`config.mk`:
```
export PLATFORM = sky130hd
export DESIGN_NAME = seq_mult
export DESIGN_NICKNAME = d
export VERILOG_FILES = /design/src/rtl/mult_pkg.sv /design/src/rtl/mult_step.sv /design/src/rtl/seq_mult.sv
export SDC_FILE = /design/constraint.sdc
export NUM_CORES = 1
export LEC_CHECK = 0
export CAP_MARGIN = 15
export CORE_ASPECT_RATIO = 1.75
export CORE_MARGIN = 8
export CORE_UTILIZATION = 50
export CTS_CLUSTER_DIAMETER = 50
export DETAILED_ROUTE_END_ITERATION = 6
export DONT_BUFFER_PORTS = 1
export GPL_ROUTABILITY_DRIVEN = 0
export SYNTH_ARGS = -nofsm -noshare
export SYNTH_HDL_FRONTEND = slang
export SYNTH_SLANG_ARGS = --single-unit
```
`constraint.sdc`:
```
create_clock -name clk -period 9 [get_ports clk]
set_input_delay 0.45 -clock clk [delete_from_list [all_inputs] [get_ports clk]]
set_output_delay 0.45 -clock clk [all_outputs]
set_load 0.1 [all_outputs]
```
`src/rtl/mult_pkg.sv`:
```
// Shared definitions for the iterative shift-and-add multiplier:
// the FSM state type and the supported operand width range.
package mult_pkg;

    typedef enum logic [1:0] {
        IDLE = 2'd0,
        CALC = 2'd1,
        FIX  = 2'd2
    } mult_state_t;

    localparam int unsigned MULT_W_MIN = 2;
    localparam int unsigned MULT_W_MAX = 64;

endpackage

```
`src/rtl/mult_step.sv`:
```
// One shift-and-add iteration: conditionally adds the multiplicand,
// shifted left by the iteration index, into the running accumulator.
module mult_step #(
    parameter int unsigned WIDTH = 32
) (
    input  logic [2*WIDTH-1:0]         acc_i,
    input  logic [WIDTH-1:0]           mb_i,
    input  logic [$clog2(WIDTH)-1:0]   cnt_i,
    input  logic                       ma_bit_i,
    output logic [2*WIDTH-1:0]         acc_o
);

    logic [2*WIDTH-1:0] addend;

    always_comb begin
        addend = {{WIDTH{1'b0}}, mb_i} << cnt_i;
        acc_o  = ma_bit_i ? (acc_i + addend) : acc_i;
    end

endmodule

```
`src/rtl/seq_mult.sv`:
```
// Parametrised sequential multiplier with start/busy/done handshake,
// signed/unsigned mode and a result-fits-in-WIDTH (ovf) flag.
module seq_mult
    import mult_pkg::*;
#(
    parameter int unsigned WIDTH = 32
) (
    input  logic                 clk,
    input  logic                 reset_n,
    input  logic                 start,
    input  logic                 is_signed,
    input  logic [WIDTH-1:0]     op_a,
    input  logic [WIDTH-1:0]     op_b,
    output logic                 busy,
    output logic                 done,
    output logic [2*WIDTH-1:0]   product,
    output logic                 ovf
);

    localparam int unsigned      CNT_W    = $clog2(WIDTH);
    localparam logic [CNT_W-1:0] CNT_LAST = CNT_W'(WIDTH - 1);

    if (WIDTH < MULT_W_MIN || WIDTH > MULT_W_MAX) begin : g_width_check
        $error("seq_mult: WIDTH must lie in 2..64");
    end

    mult_state_t        state_q, state_d;
    logic [WIDTH-1:0]   ma_q, ma_d;
    logic [WIDTH-1:0]   mb_q, mb_d;
    logic               neg_q, neg_d;
    logic               sgn_q, sgn_d;
    logic [2*WIDTH-1:0] acc_q, acc_d;
    logic [CNT_W-1:0]   cnt_q, cnt_d;
    logic               busy_q, busy_d;
    logic               done_q, done_d;
    logic [2*WIDTH-1:0] prod_q, prod_d;
    logic               ovf_q, ovf_d;

    logic [WIDTH-1:0]   mag_a, mag_b;
    logic [2*WIDTH-1:0] acc_step;
    logic [2*WIDTH-1:0] prod_fix;
    logic               ovf_fix;

    // Unsigned WIDTH-bit magnitudes: |-2^(WIDTH-1)| wraps to 2^(WIDTH-1) exactly.
    always_comb begin
        mag_a = (is_signed && op_a[WIDTH-1]) ? -op_a : op_a;
        mag_b = (is_signed && op_b[WIDTH-1]) ? -op_b : op_b;
    end

    mult_step #(
        .WIDTH (WIDTH)
    ) u_step (
        .acc_i    (acc_q),
        .mb_i     (mb_q),
        .cnt_i    (cnt_q),
        .ma_bit_i (ma_q[cnt_q]),
        .acc_o    (acc_step)
    );

    always_comb begin
        prod_fix = neg_q ? -acc_q : acc_q;
        if (sgn_q) begin
            ovf_fix = !((&prod_fix[2*WIDTH-1:WIDTH-1]) || !(|prod_fix[2*WIDTH-1:WIDTH-1]));
        end else begin
            ovf_fix = |prod_fix[2*WIDTH-1:WIDTH];
        end
    end

    always_comb begin
        state_d = state_q;
        ma_d    = ma_q;
        mb_d    = mb_q;
        neg_d   = neg_q;
        sgn_d   = sgn_q;
        acc_d   = acc_q;
        cnt_d   = cnt_q;
        busy_d  = busy_q;
        done_d  = 1'b0;
        prod_d  = prod_q;
        ovf_d   = ovf_q;

        unique case (state_q)
            IDLE: begin
                if (start) begin
                    ma_d    = mag_a;
                    mb_d    = mag_b;
                    neg_d   = is_signed & (op_a[WIDTH-1] ^ op_b[WIDTH-1]);
                    sgn_d   = is_signed;
                    acc_d   = '0;
                    cnt_d   = '0;
                    busy_d  = 1'b1;
                    state_d = CALC;
                end
            end
            CALC: begin
                acc_d = acc_step;
                cnt_d = cnt_q + CNT_W'(1);
                if (cnt_q == CNT_LAST) begin
                    state_d = FIX;
                end
            end
            FIX: begin
                prod_d  = prod_fix;
                ovf_d   = ovf_fix;
                done_d  = 1'b1;
                busy_d  = 1'b0;
                state_d = IDLE;
            end
            default: begin
                busy_d  = 1'b0;
                state_d = IDLE;
            end
        endcase
    end

    always_ff @(posedge clk or negedge reset_n) begin
        if (!reset_n) begin
            state_q <= IDLE;
            ma_q    <= '0;
            mb_q    <= '0;
            neg_q   <= 1'b0;
            sgn_q   <= 1'b0;
            acc_q   <= '0;
            cnt_q   <= '0;
            busy_q  <= 1'b0;
            done_q  <= 1'b0;
            prod_q  <= '0;
            ovf_q   <= 1'b0;
        end else begin
            state_q <= state_d;
            ma_q    <= ma_d;
            mb_q    <= mb_d;
            neg_q   <= neg_d;
            sgn_q   <= sgn_d;
            acc_q   <= acc_d;
            cnt_q   <= cnt_d;
            busy_q  <= busy_d;
            done_q  <= done_d;
            prod_q  <= prod_d;
            ovf_q   <= ovf_d;
        end
    end

    assign busy    = busy_q;
    assign done    = done_q;
    assign product = prod_q;
    assign ovf     = ovf_q;

endmodule

```
# == Yosys cells after proc, flatten, opt, wreduce, memory -nomap -nowiden ==
# Index checks and enable logic that the tools add are counted.
# op_classes
eq_ne,6
bitwise_logic,3
order_cmp,1
n_reduce_logical,15
addsub,5
shift,1
n_mux,17
# op_table
cell,count
64-bit 2-to-1 mux,3
64-bit case mux with 2 select lines,1
64-bit adder,1
32-bit 2-to-1 mux,2
32-bit negator,2
64-bit negator,1
32-bit by 5-bit << shifter with 64-bit output,1
33-bit AND reduction,1
33-bit OR reduction,1
32-bit OR reduction,1
5-bit case mux with 2 select lines,1
2-bit AND reduction,4
"5-bit by 6-bit less-than comparator with 1-bit output, second input constant",1
"5-bit by 1-bit adder with 5-bit output, second input constant",1
1-bit binary-select mux with 5-bit select,1
"5-bit == test, second input constant",1
5-bit 2-to-1 mux,1
1-bit 2-to-1 mux,4
2-bit 2-to-1 mux,2
"2-bit inequality test, second input constant",2
2-bit case mux with 2 select lines,1
3-bit AND reduction,1
"2-bit by 1-bit == test with 1-bit output, second input constant",1
"2-bit == test, second input constant",1
10 further kinds,12
# word_totals
out_inout_bits,67
ff_bits,204
elab_cells,59
inputBits,68

# == Logic depth before layout (Yosys ltp) ==
# Gate-level depths: netlist of run 1.
# depth
depth_word,7
depth_mapped,22
mapped_depth_nobuf,19

# == Hierarchy ==
# From an unflattened synthesis of run 1, not the netlist that was laid out.
# hier_totals
hier_cells,2185
hier_area_um2,17525.6
# modules_own_cells
mod,cells_per_inst,area_each_um2,seq_area_each_um2,instances
seq_mult,1268,10966.8,5104.9,1
mult_step,917,6558.8,0.0,1

# == Worst setup path before layout of run 1 ==
# No wires, ideal clock.
# synth_path
path_type,register -> register
from,register cnt_q[0]
to,register acc_q[59]
t_required_ns,8.867
n_path_buf,4
period_less_slack_ns,5.418
path_slack_ns,3.582
stages_incl_launch_ff,20
setup_ns,0.133
arrival_ns,5.285
path_cell_list,dfrtp_1 -> clkbuf_1 -> buf_1 -> buf_1 -> mux4_2 -> mux2i_1 -> mux2_2 -> mux2i_1 -> ha_1 -> clkbuf_1 -> a21o_1 -> a21oi_1 -> o211ai_1 -> a41oi_1 -> or4_1 -> o21ai_0 -> a41oi_1 -> o31ai_1 -> xnor2_1 -> o21ai_0
# synth_via
elab_chain_cells,4
word_cells_on_any_way,8
cone_classes,add/sub (1); eq/ne (1); shift (1); mux (4); reduce/logical (1)
# synth_rtl
item,line_no,source
"start, declared",seq_mult.sv:33,"logic [CNT_W-1:0] cnt_q, cnt_d;"
"start signal, assigned",seq_mult.sv:136,cnt_q <= cnt_d;
32-bit by 5-bit << shifter with 64-bit output / 1-bit binary-select mux with 5-bit select (equally long branches),"mult_step.sv:16, seq_mult.sv:56",
64-bit adder / 1-bit 2-to-1 mux (equally long branches),"mult_step.sv:17, seq_mult.sv:56",
64-bit 2-to-1 mux / 2-bit by 1-bit inequality test with 1-bit output (equally long branches),--,
64-bit case mux with 2 select lines / 3-bit AND reduction (equally long branches),--,
"end signal, assigned",seq_mult.sv:123,acc_q <= '0;
"end signal, assigned",seq_mult.sv:135,acc_q <= acc_d;
"end, declared",seq_mult.sv:32,"logic [2*WIDTH-1:0] acc_q, acc_d;"
# Several ways; a longest one is shown, not always the timed one. The select of a mux whose other input is x is not followed.
# A chain may end at the register's enable or synchronous reset.

# == Worst setup path after layout of run 1 ==
# Ends and elaborated chain as after synthesis.

==> flow_metrics.py, run 1 <==
metrics = {
    "floorplan": {
        "initial_utilization": 0.504,
        "rows": 87,
        "coreArea_mm2": 0.0321,
        "die_w_um": 152,
        "ioPinCount": 135,
        "dieArea_mm2": 0.0386,
        "die_h_um": 254,
    },
    "synth": {
        "netlist_area_mm2": 0.0162,
        "yosysWarnings": 0,
        "synth.distinct_cells": 75,
        "syn-instance-count": 1959,
        "synth_edf_count": 0,
        "avgSynthCellArea_um2": 8.26,
        "syn_nets": 2096,
        "ys_seq_area_frac": 0.315,
        "synth-seq-cells": 204,
        "async_flop_share": 1.00,
        "synth_flop_cell": "dfrtp_1",
    },
    "critical_path": {
        "cpMostUsedCell": "o21ai_0",
        "crit_chain": "buf_4 -> mux4_2 -> mux2i_1 -> nand2_1 -> o21ai_0 -> o21ai_0 -> ha_1 -> nand2_1 -> o21ai_0 -> a41oi_1 -> or4_1 -> o21ai_0 -> a41oi_1 -> o31ai_1 -> xnor2_1 -> o21ai_0",
        "cp.required_ns": 9.42,
        "critPathLaunchType": "register",
        "path_class": "register to register",
        "critPathSlowestCell": "o21ai_0",
        "cpPeakStageDelay_ns": 0.67,
        "r2r_slack_ns": 3.22,
        "end_kind": "register",
        "cp.arrival_ns": 6.20,
        "critPathMaxFanout": 42,
    },
    "sta": {
        "relSlewSlack": 0.308,
        "rsz0062_at_grt": "no",
        "finalSetupViolCount": 0,
        "drv_slew": 0,
        "tightest_slew_ns": 1.04,
        "tns_ns": 0,
        "holdWs_ns": -0.0174,
        "finalCritPeriodShare": 0.642,
        "hold_viol": 2,
        "min_period_ns": 5.78,
        "fin_skew_ns": 0.0167,
        "max_freq_mhz": 173,
    },
    "routing": {
        "post_drt_wl_per_cell_um": 20.4,
        "ant_nets": 0,
        "first_iter_violations": 733,
        "wl_mm": 46.8,
        "dr.pass1.iters": 5,
        "drc": 0,
        "drt-vias-per-instance": 6.09,
        "vias": 14000,
    },
    "cells_and_area": {
        "layout_commonest_cell": "nand2_1",
        "nNetsFinal": 2013,
        "fin_util": 0.536,
        "layout-drive-gt1-share": 0.0771,
        "area_delta_synth_final_pct": 6.28,
        "antenna_cells": 0,
        "layout_common_cells": "nand2_1 (332), o21ai_0 (236), dfrtp_1 (200), nor2_1 (116), a21oi_1 (114)",
    },
    "clock_network": {
        "clk_latency_ns": 0.55,
        "post_cts_buffers": 0,
        "clockRootBuffer": "clkbuf_16",
        "clkSinkCount": 204,
        "htreeDepth": 1,
        "cts_resized": 0,
        "clk_pin_slew_ns": 0.07,
        "tritoncts.num_buffers": 24,
        "cts_tree": "built",
        "clockBufferDepth": 3,
    },
    "global_route": {
        "antenna_found_initial": 0,
        "grt_pass1_wl_mm": 75.8,
        "first_global_vias": 14000,
        "grt_max_degree": 205,
        "grt_overflow": 0,
        "grt_usage": 0.242,
    },
    "placed_design": {
        "dpl.hpwl_mm": 36.6,
        "io_buffers": 0,
    },
    "run": {
        "maxCapViolations": 0,
    },
    "outcome": {
        "violations": "negative hold slack",
        "status": "finished, violations left",
    },
    "min_path": {
        "hold_path_class": "input port to async pin",
    },
}
-- critical path: cells and delay by family (launching register included) --
kind	cells	cell delay (ns)
compound gates	8	2.26
xor+xnor	1	0.15
fa+ha+maj	1	0.44
buf+inv	1	0.55
flops	1	0.57
mux	2	0.90
simple gates	3	0.75
-- per-stage QoR --
stage	hold slack [ns]	worst slack, ns	instances	cell area, um2
5_1_grt	0.00902	2.87	2294	17200
4_1_cts	0.00639	3.29	2294	17200
6_report	-0.0174	3.22	2294	17200
2_1_floorplan	0.154	3.58	1959	16200
3_3_place_gp	0.163	3.41	2249	16400
3_5_place_dp	0.163	3.31	2249	16400
-- cells by family (layout without fill, tap and decap cells) --
group,Yosys count,in the layout,synth area share
mux,101,101,0.0883
fa+ha+maj,69,69,0.0538
xor+xnor,172,172,0.0931
compound gates,573,573,0.216
simple gates,685,685,0.197
buf+inv,155,90,0.0361
flops,204,204,0.315
-- layer usage --
metal | global-route usage | vias to the layer above | part of all wire
met5 | 0 | - | 0
met4 | 0.110 | 0 | 0.044
li1 | - | 6908 | -
met1 | 0.268 | 6537 | 0.38
met3 | 0.0363 | 126 | 0.051
met2 | 0.450 | 407 | 0.52
-- final cells by class --
type	count	area (um2)
clock buffer	31	647
inverter	31	116
tap	400	500
clock inverter	13	176
multi-input combinational	1600	10500
fill	3044	14900
timing repair buffer	15	133
sequential	204	5110
-- flip-flops by register name, indices dropped and copies added, names as in the netlist --
signal   cells
state_q      2
cnt_q        5
busy         1
acc_q       64
mb_q        32
neg_q        1
sgn_q        1
ma_q        32
done         1
product     64
ovf          1
-- worst paths after layout --
path | from | endpoint | depth (start not counted)
setup / recovery | cnt_q[0] | acc_q[59] | 16
hold reg to reg | neg_q | neg_q | 2
min in group clk | is_signed | sgn_q | 2
max in group asynchronous | reset_n | neg_q | 1
hold / removal | reset_n | product[3] | 1
setup reg to reg | cnt_q[0] | acc_q[59] | 16
-- cell usage after synthesis, drive strengths merged (4+ instances only) --
cell,instances,area [um2]
xor2,97,850
o31a,4,35.0
buf,21,81.3
o22ai,18,113
and3,8,50.1
mux2i,46,460
o21bai,15,113
ha,68,851
o211ai,6,45.0
or3,27,179
nand4,30,188
mux2,24,270
and2,14,87.6
a211oi,8,60.1
nand3b,4,30.0
a31oi,12,75.1
inv,31,116
o31ai,50,403
o41ai,16,148
nand2b,14,87.6
mux4,31,698
a21o,43,323
a21boi,6,45.0
a21oi,114,571
clkbuf,103,387
nor2b,8,50.1
dfrtp,204,5100
nor2,118,443
or2,14,87.6
nand2,333,1250
o21a,11,82.6
nor4,22,159
o21ai,236,1180
or4,18,146
nor3,33,165
nor3b,4,30.0
nand3,32,165
xnor2,75,657
-- timing repair --
action | CTS | global route
hold endpoints to repair | 204 | 0
hold buffers | 1 | 0
endpoints found under the setup margin | 0 | 0
Power of run 1 is not shown: default switching activity piles up to over one toggle a cycle in this logic, so the estimate is an artifact.
==> inputs of run 2 (changes only) <==
ABC_AREA = 1   (was not set)
clock period = 5.4 ns   (was 9 ns; I/O delays follow)
==> flow_metrics.py, run 2 <==
metrics = {
    "floorplan": {
        "dieArea_mm2": 0.0424,
        "die_w_um": 159,
        "coreArea_mm2": 0.0357,
        "die_h_um": 266,
        "rows": 92,
        "ioPinCount": 135,
        "initial_utilization": 0.502,
    },
    "cells_and_area": {
        "layout-drive-gt1-share": 0.0475,
        "nNetsFinal": 2943,
        "layout_common_cells": "nand2_1 (745), nor2_1 (394), o21ai_0 (291), inv_1 (274), dfrtp_1 (202)",
        "antenna_cells": 0,
        "area_delta_synth_final_pct": 9.73,
        "layout_commonest_cell": "nand2_1",
    },
    "global_route": {
        "first_global_vias": 18600,
        "antenna_found_initial": 0,
        "grt_pass1_wl_mm": 99.8,
        "grt_max_degree": 205,
        "grt_usage": 0.297,
        "grt_overflow": 0,
    },
    "clock_network": {
        "clk_latency_ns": 0.56,
        "clk_pin_slew_ns": 0.07,
        "clockRootBuffer": "clkbuf_16",
        "htreeDepth": 1,
        "cts_tree": "built",
        "clkSinkCount": 204,
        "tritoncts.num_buffers": 25,
        "post_cts_buffers": 0,
        "clockBufferDepth": 3,
    },
    "synth": {
        "synthDominantCellAreaShare": 0.285,
        "avgSynthCellArea_um2": 6.41,
        "synth-seq-cells": 204,
        "synth_common_cells": "nand2_1 (745), nor2_1 (396), o21ai_0 (294)",
        "synth_top_area_cell": "dfrtp_1",
        "yosysWarnings": 0,
        "synth.distinct_cells": 56,
        "ys_seq_area_frac": 0.285,
        "synth_edf_count": 0,
        "syn-instance-count": 2797,
        "synth_flop_cell": "dfrtp_1",
        "async_flop_share": 1.00,
        "yosys-top-cells-area": "dfrtp_1 (28%), nand2_1 (16%), nor2_1 (8.3%)",
        "yosysMostFrequentCell": "nand2_1",
        "syn_nets": 2934,
        "netlist_area_mm2": 0.0179,
    },
    "sta": {
        "relSlewSlack": 0.256,
        "finalCritPeriodShare": 0.955,
        "drv_slew": 0,
        "min_period_ns": 5.16,
        "tns_ns": 0,
        "fin_skew_ns": 0.0157,
        "max_freq_mhz": 194,
        "rsz0062_at_grt": "no",
        "hold_viol": 0,
        "tightest_slew_ns": 1.12,
        "finalSetupViolCount": 0,
    },
    "routing": {
        "ant_nets": 0,
        "vias": 18700,
        "dr.max_layer_used": "met4",
        "post_drt_wl_per_cell_um": 19.5,
        "wl_met3_mm": 3.73,
        "met1_length_mm": 23.2,
        "dr.pass1.iters": 7,
        "wl_met2_mm": 32.1,
        "wl_mm": 64.1,
        "first_iter_violations": 1157,
        "drt-vias-per-instance": 5.68,
        "drc": 0,
    },
    "min_path": {
        "hold_path_class": "input port to register",
        "min_to": "ma_q[6]",
        "worstHoldPathCells": 3,
        "worstHoldStart": "op_a[5]",
    },
    "critical_path": {
        "reg2reg_from": "cnt_q[2]",
        "cp.arrival_ns": 5.57,
        "cpPeakStageDelay_ns": 0.78,
        "critPathBufInv": 2,
        "cp.required_ns": 5.81,
        "critPathLaunchType": "register",
        "critPathSlowestCell": "nor4_1",
        "end_kind": "register",
        "r2r_slack_ns": 0.24,
        "crit_family": "simple AND/OR/NAND/NOR gates",
        "reg2reg_depth": 15,
        "crit_chain": "clkinv_1 -> nand3_1 -> nand2_1 -> o21ai_0 -> o21ai_0 -> ha_1 -> nand2_1 -> nor2_1 -> inv_1 -> nor4_1 -> nand3_1 -> nand3_1 -> a21oi_1 -> o21ai_1 -> o21ai_0",
        "critPathMaxFanout": 29,
        "regToRegEndpoint": "acc_q[45]",
        "path_class": "register to register",
    },
    "placed_design": {
        "io_buffers": 0,
        "dpl.hpwl_mm": 50.1,
    },
    "run": {
        "maxCapViolations": 0,
    },
    "outcome": {
        "status": "finished clean",
    },
}
run 2: changes by cell type in the layout (fill, tap and decap cells not counted), sizes merged, moves of 31 or more:
cell | previous run | this run
o31ai | 50 | 7
mux4 | 31 | 0
xnor2 | 75 | 33
inv | 35 | 294
nor2 | 118 | 405
o21ai | 236 | 335
dlygate4sd3 | 0 | 61
nand3 | 32 | 175
nand2 | 333 | 753
run 2: per-layer routing:
metal  track usage  up-vias
li1              -     9232
met1         0.306     8560
met2         0.545      683
met3        0.0418      247
met4         0.218        0
met5             0        -
run 2: worst reg2reg max path, delay by kind of cell (launching register included):
family                     cells  cell delay [ns]
buffers and inverters          2             0.70
and+or+nand+nor                7             2.13
AOI/OAI and AO/OA              5             1.35
DFF                            1             0.36
adders and majority gates      1             0.46
run 2: what timing repair did:
action / 4_1_cts / 5_1_grt
hold endpoints to repair: 263 / 0
endpoints found under the setup margin: 0 / 4
resized for setup: 0 / 3
hold buffers: 62 / 0
run 2: cell type report:
class,count,area [um2]
Timing Repair Buffer,79,766
Fill cell,3693,16000
Clock inverter,15,179
Inverter,290,1090
Sequential cell,204,5110
Multi-Input combinational cell,2206,11300
Clock buffer,30,664
Tap cell,470,588
run 2: how the worst max path moves through the flow:
stage                     startpoint         to  slack [ns]  cells past startpoint
after floorplan             cnt_q[0]  acc_q[62]        2.20                     20
after global placement      cnt_q[0]  acc_q[45]        0.28                     16
after detailed placement    cnt_q[0]  acc_q[45]        0.38                     16
after CTS                   cnt_q[0]  acc_q[45]        0.38                     16
after global routing        cnt_q[0]  acc_q[45]        0.06                     16
final                       cnt_q[2]  acc_q[45]        0.24                     15
run 2: kinds of logic (layout without fill, tap and decap cells):
family	after synthesis	count (layout)	share of synthesized area
AND/OR/NAND/NOR	1413	1413	0.325
AO/OA/AOI/OAI	590	590	0.187
buffers and inverters	387	414	0.0866
flip-flops	204	204	0.285
XOR/XNOR	106	106	0.0522
adder cells (fa/ha/maj)	69	69	0.0486
multiplexers	28	28	0.0156
run 2: stage by stage:
step	std cells	utilization	hold WS (ns)	setup WS (ns)	instance area, um2
2_1_floorplan	2797	-	-0.0256	2.20	17900
3_3_place_gp	3187	0.510	-0.0184	0.282	18200
3_5_place_dp	3187	0.510	-0.0176	0.380	18200
4_1_cts	3294	0.551	0.000248	0.376	19700
5_1_grt	3294	0.551	0.0248	0.0629	19700
6_report	3294	0.551	0.0128	0.243	19700
Power of run 2 is left out for the same reason.
